[src/rtl/dot_matrix_text_scroller.sv]
`default_nettype none
// ============================================================================
// dot_matrix_text_scroller
// Row-multiplexed dot-matrix driver that scrolls a small text buffer leftwards.
// Revision: 1.0
// ============================================================================
module dot_matrix_text_scroller #(
  parameter int NUM_CHARS     = 4,
  parameter int ROWS          = 8,
  parameter int COLS          = 8,
  parameter int ROW_DIV       = 1000,
  parameter int SCROLL_FRAMES = 16
) (
  input  logic                          clk,
  input  logic                          rst_n,
  input  logic                          wr_en,
  input  logic [$clog2(NUM_CHARS)-1:0]  wr_addr,
  input  logic [6:0]                    wr_char,
  input  logic                          scroll_en,
  output logic [7+$clog2(ROWS)-1:0]     rom_addr,
  input  logic [COLS-1:0]               rom_data,
  output logic [ROWS-1:0]               row,
  output logic [COLS-1:0]               col,
  output logic                          frame_done
);

  localparam int AW = $clog2(NUM_CHARS);
  localparam int RW = $clog2(ROWS);
  localparam int OW = $clog2(COLS);
  localparam int DW = $clog2(ROW_DIV);
  localparam int FW = $clog2(SCROLL_FRAMES + 1);
  localparam int IW = $clog2(2 * COLS);

  localparam logic [1:0] S_IDLE    = 2'd0;
  localparam logic [1:0] S_FETCH_A = 2'd1;
  localparam logic [1:0] S_FETCH_B = 2'd2;
  localparam logic [1:0] S_COMMIT  = 2'd3;

  logic [1:0]      state_q, state_d;
  logic [6:0]      buf_q [NUM_CHARS];
  logic [DW-1:0]   div_q, div_d;
  logic [RW-1:0]   row_idx_q, row_idx_d;
  logic [AW-1:0]   char_idx_q, char_idx_d;
  logic [OW-1:0]   offset_q, offset_d;
  logic [FW-1:0]   fcnt_q, fcnt_d;
  logic [COLS-1:0] a_q, a_d;
  logic [ROWS-1:0] row_q, row_d;
  logic [COLS-1:0] col_q, col_d;
  logic            frame_q, frame_d;

  logic            w_tick;
  logic            w_last_row;
  logic            w_cap_a;
  logic            w_commit;
  logic [AW-1:0]   w_char_nxt;
  logic [AW-1:0]   w_sel_char;
  logic [2*COLS-1:0] w_cat;
  logic [COLS-1:0] w_win;

  assign w_tick     = (div_q == DW'(ROW_DIV - 1));
  assign w_last_row = (row_idx_q == RW'(ROWS - 1));
  assign w_char_nxt = (char_idx_q == AW'(NUM_CHARS - 1)) ? '0 : char_idx_q + 1'b1;

  // FSM: state register
  always_ff @(posedge clk or negedge rst_n) begin
    if (!rst_n) state_q <= S_IDLE;
    else        state_q <= state_d;
  end

  // FSM: next state
  always_comb begin
    state_d = state_q;
    case (state_q)
      S_IDLE:    if (w_tick) state_d = S_FETCH_A;
      S_FETCH_A: state_d = S_FETCH_B;
      S_FETCH_B: state_d = S_COMMIT;
      S_COMMIT:  state_d = S_IDLE;
      default:   state_d = S_IDLE;
    endcase
  end

  // FSM: outputs
  always_comb begin
    w_sel_char = char_idx_q;
    w_cap_a    = 1'b0;
    w_commit   = 1'b0;
    case (state_q)
      S_FETCH_B: begin
        w_sel_char = w_char_nxt;
        w_cap_a    = 1'b1;
      end
      S_COMMIT:  w_commit = 1'b1;
      default:   ;
    endcase
    rom_addr = {buf_q[w_sel_char], row_idx_q};
  end

  // Visible window is the upper half of {A,B} shifted left by offset.
  assign w_cat = {a_q, rom_data};
  always_comb begin
    w_win = '0;
    for (int i = 0; i < COLS; i++) begin
      w_win[i] = w_cat[IW'(COLS + i) - IW'(offset_q)];
    end
  end

  always_comb begin
    div_d      = w_tick ? '0 : div_q + 1'b1;
    a_d        = w_cap_a ? rom_data : a_q;
    row_idx_d  = row_idx_q;
    row_d      = row_q;
    col_d      = col_q;
    frame_d    = 1'b0;
    offset_d   = offset_q;
    char_idx_d = char_idx_q;
    fcnt_d     = fcnt_q;
    if (w_commit) begin
      row_idx_d = w_last_row ? '0 : row_idx_q + 1'b1;
      row_d     = ROWS'(1) << row_idx_q;
      col_d     = w_win;
      frame_d   = w_last_row;
      // Scroll state only moves at the frame boundary so a frame never tears.
      if (w_last_row && scroll_en) begin
        if (fcnt_q == FW'(SCROLL_FRAMES - 1)) begin
          fcnt_d = '0;
          if (offset_q == OW'(COLS - 1)) begin
            offset_d   = '0;
            char_idx_d = w_char_nxt;
          end else begin
            offset_d = offset_q + 1'b1;
          end
        end else begin
          fcnt_d = fcnt_q + 1'b1;
        end
      end
    end
  end

  always_ff @(posedge clk or negedge rst_n) begin
    if (!rst_n) begin
      div_q      <= '0;
      row_idx_q  <= '0;
      char_idx_q <= '0;
      offset_q   <= '0;
      fcnt_q     <= '0;
      a_q        <= '0;
      row_q      <= '0;
      col_q      <= '0;
      frame_q    <= 1'b0;
    end else begin
      div_q      <= div_d;
      row_idx_q  <= row_idx_d;
      char_idx_q <= char_idx_d;
      offset_q   <= offset_d;
      fcnt_q     <= fcnt_d;
      a_q        <= a_d;
      row_q      <= row_d;
      col_q      <= col_d;
      frame_q    <= frame_d;
    end
  end

  // A write racing a fetch of the same slot lands after the ROM has sampled.
  always_ff @(posedge clk or negedge rst_n) begin
    if (!rst_n) begin
      for (int i = 0; i < NUM_CHARS; i++) buf_q[i] <= 7'h20;
    end else if (wr_en && ({1'b0, wr_addr} < (AW+1)'(NUM_CHARS))) begin
      buf_q[wr_addr] <= wr_char;
    end
  end

  assign row        = row_q;
  assign col        = col_q;
  assign frame_done = frame_q;

endmodule
`default_nettype wire

[config.mk]
export PLATFORM = sky130hd
export DESIGN_NAME = dot_matrix_text_scroller
export DESIGN_NICKNAME = d
export VERILOG_FILES = /design/src/rtl/dot_matrix_text_scroller.sv
export SDC_FILE = /design/constraint.sdc
export NUM_CORES = 1
export LEC_CHECK = 0
export ABC_AREA = 1
export CORE_ASPECT_RATIO = 1.4
export CORE_UTILIZATION = 40
export CTS_CLUSTER_DIAMETER = 120
export CTS_CLUSTER_SIZE = 10
export DETAILED_ROUTE_END_ITERATION = 8
export SETUP_SLACK_MARGIN = 0.05
export SYNTH_ARGS = -nofsm -noshare
export SYNTH_HDL_FRONTEND = slang
export SYNTH_SLANG_ARGS = --single-unit
[constraint.sdc]
create_clock -name clk -period 2.05 [get_ports clk]
set_clock_uncertainty 0.15 [all_clocks]
set_input_delay 0.3075 -clock clk [delete_from_list [all_inputs] [get_ports clk]]
set_output_delay 0.3075 -clock clk [all_outputs]
set_load 0.02 [all_outputs]
# Word level (Yosys, flattened, before mapping)
# Cells that the tools add are included.
totals:
  ff_bits: 78
  wordCells: 89
op_classes:
  n_shift: 1
  bitwise: 2
  mux: 33
  order_cmp: 11
  n_addsub: 13
  n_eq_ne: 9
  n_reduce_logical: 6
op_table:
  columns: ["cell", "n"]
  rows:
  - ["less-than comparator 4 x 5 -> 1 bit (second input constant)", 8]
  - ["binary-select mux 1 bit (select 4 bit)", 8]
  - ["subtractor 4 x 3 -> 4 bit (first input constant)", 8]
  - ["bitwise mux 28 bit", 1]
  - ["two-way mux 7 bit", 3]
  - ["binary-select mux 7 bit (select 2 bit)", 1]
  - ["demux 7 bit (select 2 bit)", 1]
  - ["two-way mux 1 bit", 11]
  - ["adder 10 x 1 -> 10 bit (second input constant)", 1]
  - ["equality test 10 bit (second input constant)", 1]
  - ["two-way mux 10 bit", 1]
  - ["case mux 2 bit (4 select lines)", 1]
  - ["<< shifter 1 x 3 -> 8 bit (first input constant)", 1]
  - ["adder 3 x 1 -> 3 bit (second input constant)", 2]
  - ["equality test 2 bit (second input constant)", 3]
  - ["equality test 3 bit (second input constant)", 2]
  - ["greater-or-equal comparator 3 bit (second input constant)", 2]
  - ["two-way mux 2 bit", 3]
  - ["two-way mux 3 bit", 2]
  - ["inverter 2 -> 3 bit", 2]
  - ["adder 5 x 1 -> 5 bit (second input constant)", 1]
  - ["equality test 5 x 4 -> 1 bit (second input constant)", 1]
  - ["two-way mux 5 bit", 1]
  - ["AND reduction 4 bit", 1]
  - ["other kinds (8)", 9]

# Depth between registers and ports, before layout
depth:
  ltp_word: 7
  depth_mapped: 13

# Worst setup path after synthesis
# Ideal clock, no wire load.
synth_timing:
  kind: "flip-flop to output port"
  start: "register state_q[0]"
  end: "output rom_addr[6]"
  arrival_ns: 1.577
  path_buffers: 1
  path_stages_with_launch: 9
  path_slack_ns: 0.015
  required_ns: 1.592
  cell_sequence: "dfrtp_1 > inv_1 > ha_1 > inv_2 > nand2_4 > nand2_4 > buf_4 > nand2_1 > a32oi_1"
synth_via:
  elab_chain_cells: 6
synth_rtl:
  columns: ["element", "line_no", "source"]
  rows:
  - ["start, declared", "39", "logic [1:0] state_q, state_d;"]
  - ["start signal, assigned", "67", "else state_q <= state_d;"]
  - ["equality test 2 bit", "87", "case (state_q)"]
  - ["two-way mux 2 bit", "87", null]
  - ["inverter 2 -> 3 bit (implied by the code)", "95", "rom_addr = {buf_q[w_sel_char], row_idx_q};"]
  - ["binary-select mux 7 bit (select 2 bit)", "95", null]
  - ["two-way mux 7 bit (implied by the code) (2 in a row)", "95", null]
  - ["end, declared", "20", "output logic [7+$clog2(ROWS)-1:0] rom_addr,"]
# No other way between the ends. The select of a mux whose other input is x is not followed.

# Worst setup path in the final report
layout_timing:
  start: "register char_idx_q[1]"
  end: "output rom_addr[4]"
layout_via:
  elab_chain_cells: 7
layout_rtl:
  columns: ["element", "line_no", "source"]
  rows:
  - ["start, declared", "43", "logic [AW-1:0] char_idx_q, char_idx_d;"]
  - ["start signal, assigned", "153", "char_idx_q <= char_idx_d;"]
  - ["adder 2 x 1 -> 2 bit / equality test 2 bit (equally long branches)", "62", "assign w_char_nxt = (char_idx_q == AW'(NUM_CHARS - 1)) ? '0 : char_idx_q + 1'b1;"]
  - ["two-way mux 2 bit (*)", "62", null]
  - ["net w_char_nxt[1]", "55", "logic [AW-1:0] w_char_nxt;"]
  - ["two-way mux 2 bit (*)", "87", null]
  - ["inverter 2 -> 3 bit (implied by the code) (*)", "95", null]
  - ["binary-select mux 7 bit (select 2 bit) (*)", "95", null]
  - ["two-way mux 7 bit (implied by the code) (*) (2 in a row)", "95", null]
# The timed path passes the listed nets; every way through them passes the cells marked *. The select of a mux whose other input is x is not followed.

==> qor.yml <==
routing:
  drtPass1Iterations: 5
  wire_per_inst_um: 14.1
  route.vias.total: 3811
  ant_nets: 0
  wirelength_um: 10700
  viasPerCell: 5.03
  drt_iter0_drc: 158
  drc: 0
place:
  place_area_mm2: 0.00502
  numPortBuffers: 47
  gp_congestion: 0.884
  dp_slack_ns: -0.461
  hpwlAfterDp_um: 7660
  dp.cells: 733
floorplan:
  core-area_mm2: 0.0103
  die-area_mm2: 0.0111
  ios: 48
  die_y_um: 124
  rows: 44
  dieWidth_um: 89.2
  start_util: 0.412
setup_path:
  critPathMaxFanout: 7
  path_cells: "ha_1 -> inv_2 -> nand2_2 -> o21ai_4 -> buf_12 -> a21oi_1 -> a32oi_2 -> buf_4"
  crit_path_start_kind: "flop"
  max_stage_delay_ns: 0.38
  crit_type: "flop to output port"
  reg2reg_slack_ns: 0.24
  cp_slowest_cell: "dfrtp_1"
  cp-end-kind: "output port"
  crit_arrival_ns: 1.81
  cp_data_required_time_ns: 1.59
global_route:
  grt_usage: 0.216
  grt_pass1_vias: 3913
  grt_overflow_total: 0
  grt_max_degree: 35
  antenna_found_initial: 0
  grt_first_pass_wirelength_um: 17900
clock_network:
  cts_tree: "built"
  cts_sinks: 78
  cts_htree_levels: 3
  root_buffer: "clkbuf_16"
  clockBufferDepth: 2
  clock_latency_ns: 0.34
  path_clk_slew_ns: 0.06
  cts-buffers-inserted: 9
power_and_ir_drop:
  power.switching_uw: 895
  pwr-share-comb: 0.090
  pwr-share-seq: 0.467
  sw_frac_of_total: 0.246
  power_mw: 3.63
  ir_worst_vdd_mv: 0.491
  p_per_area_mw_per_mm2: 664
  clkPwrFrac: 0.443
  internal_power_mw: 2.74
  leakagePower_nw: 2.67
synth:
  syn_inst: 542
  syn_area_mm2: 0.00426
  synthTopCellsByArea: "dfrtp_1 43%, nand2_1 18%, nand3_1 8.0%"
  yosys_register_bits: 78
  syn_avg_cell_area_um2: 7.86
  synth_simple_gate_area_share: 0.309
  synth_edf_count: 0
  yosysWarnings: 0
  yosys.area.top_type: "dfrtp_1"
  synthXorXnorAreaFrac: 0.00617
  synth_ff_type: "dfrtp_1"
  syn-num-nets: 584
  synthMuxAreaShare: 0
  synth_top_area_share: 0.435
  synth_compound_area_frac: 0.0907
  ys_seq_area_frac: 0.459
  synth_top_family_by_area: "simple AND/OR/NAND/NOR gates"
  synthAdderAreaFrac: 0.0617
  yosysUniqueCellTypes: 36
  postSynth.asyncResetShare: 1.00
timing:
  fin_crit_ns: 2.27
  slew_headroom: 0.645
  fmax_mhz: 441
  finalHoldViolCount: 0
  setup_viol: 7
  fin_crit_sh: 1.11
  drv_slew: 0
  setup_slack_ns: -0.216
  tns_ns: -1.49
  rsz0062_at_grt: "true"
  tightest_slew_ns: 0.530
run:
  cap_violations: 0
cells_and_area:
  final_layout_size_suffix_gt1_frac: 0.152
  nNetsFinal: 656
  n_fill_cell: 991
  syn2layout_area_growth_pct: 28.3
  n_antenna_cell: 0
  final_cells: 757
  fin_area_mm2: 0.00546
  final_common_cell: "nand2_1"
  final_cell_mix: "200 x nand2_1, 74 x dfrtp_1, 68 x nand3_1"
outcome:
  status: "finished with violations"
  violations: "setup timing"
hold_path:
  hp-class: "primary input to async pin"
-- layout make-up --
| type | instances | area (um2) | share of cell area |
|---|---|---|---|
| repair inverters | 1 | 6.26 | 0.00114 |
| clock inverters | 6 | 68.8 | 0.0126 |
| flip-flops and latches | 78 | 1960 | 0.358 |
| well taps | 138 | 173 | 0.0316 |
| clock buffers | 10 | 229 | 0.0419 |
| repair buffers | 76 | 716 | 0.131 |
| inverters | 45 | 186 | 0.0341 |
| multi-input cells | 403 | 2130 | 0.390 |
-- state kept, by name, indices dropped and copies added (netlist names) --
register    count
buf_q          28
div_q          10
a_q             8
col             8
row             8
fcnt_q          5
offset_q        3
row_idx_q       3
char_idx_q      2
state_q         2
frame_done      1
-- what timing repair did --
| action | in CTS | in global routing |
|---|---|---|
| setup endpoints to repair | 7 | 7 |
| pin swaps | 10 | 3 |
| buffers inserted | 2 | 2 |
| resized for setup | 51 | 4 |
| hold buffers | 1 | 0 |
| cloned | 3 | 0 |
| endpoints found under the hold margin | 31 | 0 |
-- metal layers --
layer | GRT usage | wire (um)
met5 | 0 | 0
met2 | 0.378 | 5700
met4 | 0.123 | 306
met1 | 0.244 | 4400
met3 | 0.0371 | 245
-- synthesized netlist by cell type, types with 3 or more instances --
cell,n
nand4_1,4
ha_1,21
clkbuf_1,4
nor3_1,4
nand2_1,204
buf_6,5
dfrtp_1,74
buf_4,3
inv_1,38
nand2_2,7
o21ai_0,42
nand3_1,68
a32oi_1,7
buf_2,4
nor2_1,13
dfstp_2,4
a21oi_1,16
inv_2,4
-- critical path, delay by kind of cell, from the launching register on --
kind                     cells  cell delay, ns
AND/OR/NAND/NOR              1            0.06
flip-flops                   1            0.38
AO/OA/AOI/OAI                3            0.31
adder cells (fa/ha/maj)      1            0.31
buffers and inverters        3            0.40
-- cells by family after synthesis --
group	after synthesis
buf+inv	62
simple gates	308
fa+ha+maj	21
xor+xnor	3
compound gates	70
flops	78
-- final timing paths --
check	end	start	cells after the start
worst min-delay path	a_q[7]	rst_n	2
min in group clk	col[5]	col[5]	2
worst min register to register	col[5]	col[5]	2
worst max-delay path	rom_addr[4]	char_idx_q[1]	8
max in group asynchronous	buf_q[12]	rst_n	3
worst max register to register	char_idx_q[1]	state_q[1]	9
-- power groups by stage --
stage          clock, mW  combinational (mW)  sequential [mW]
2_1_floorplan          0               0.175             1.70
3_3_place_gp           0               0.324             1.72
6_report            1.61               0.328             1.70
3_5_place_dp           0               0.334             1.72
4_1_cts             1.65               0.331             1.69
5_1_grt             1.71               0.369             1.70
-- through the flow --
step,utilization,hold WS (ns)
CTS,0.525,0.311
detailed placement,0.485,0.135
floorplan,-,-0.138
finish,0.528,0.296
global route,0.528,0.354
global placement,0.485,0.131
Power figures use the tool's default switching activity.
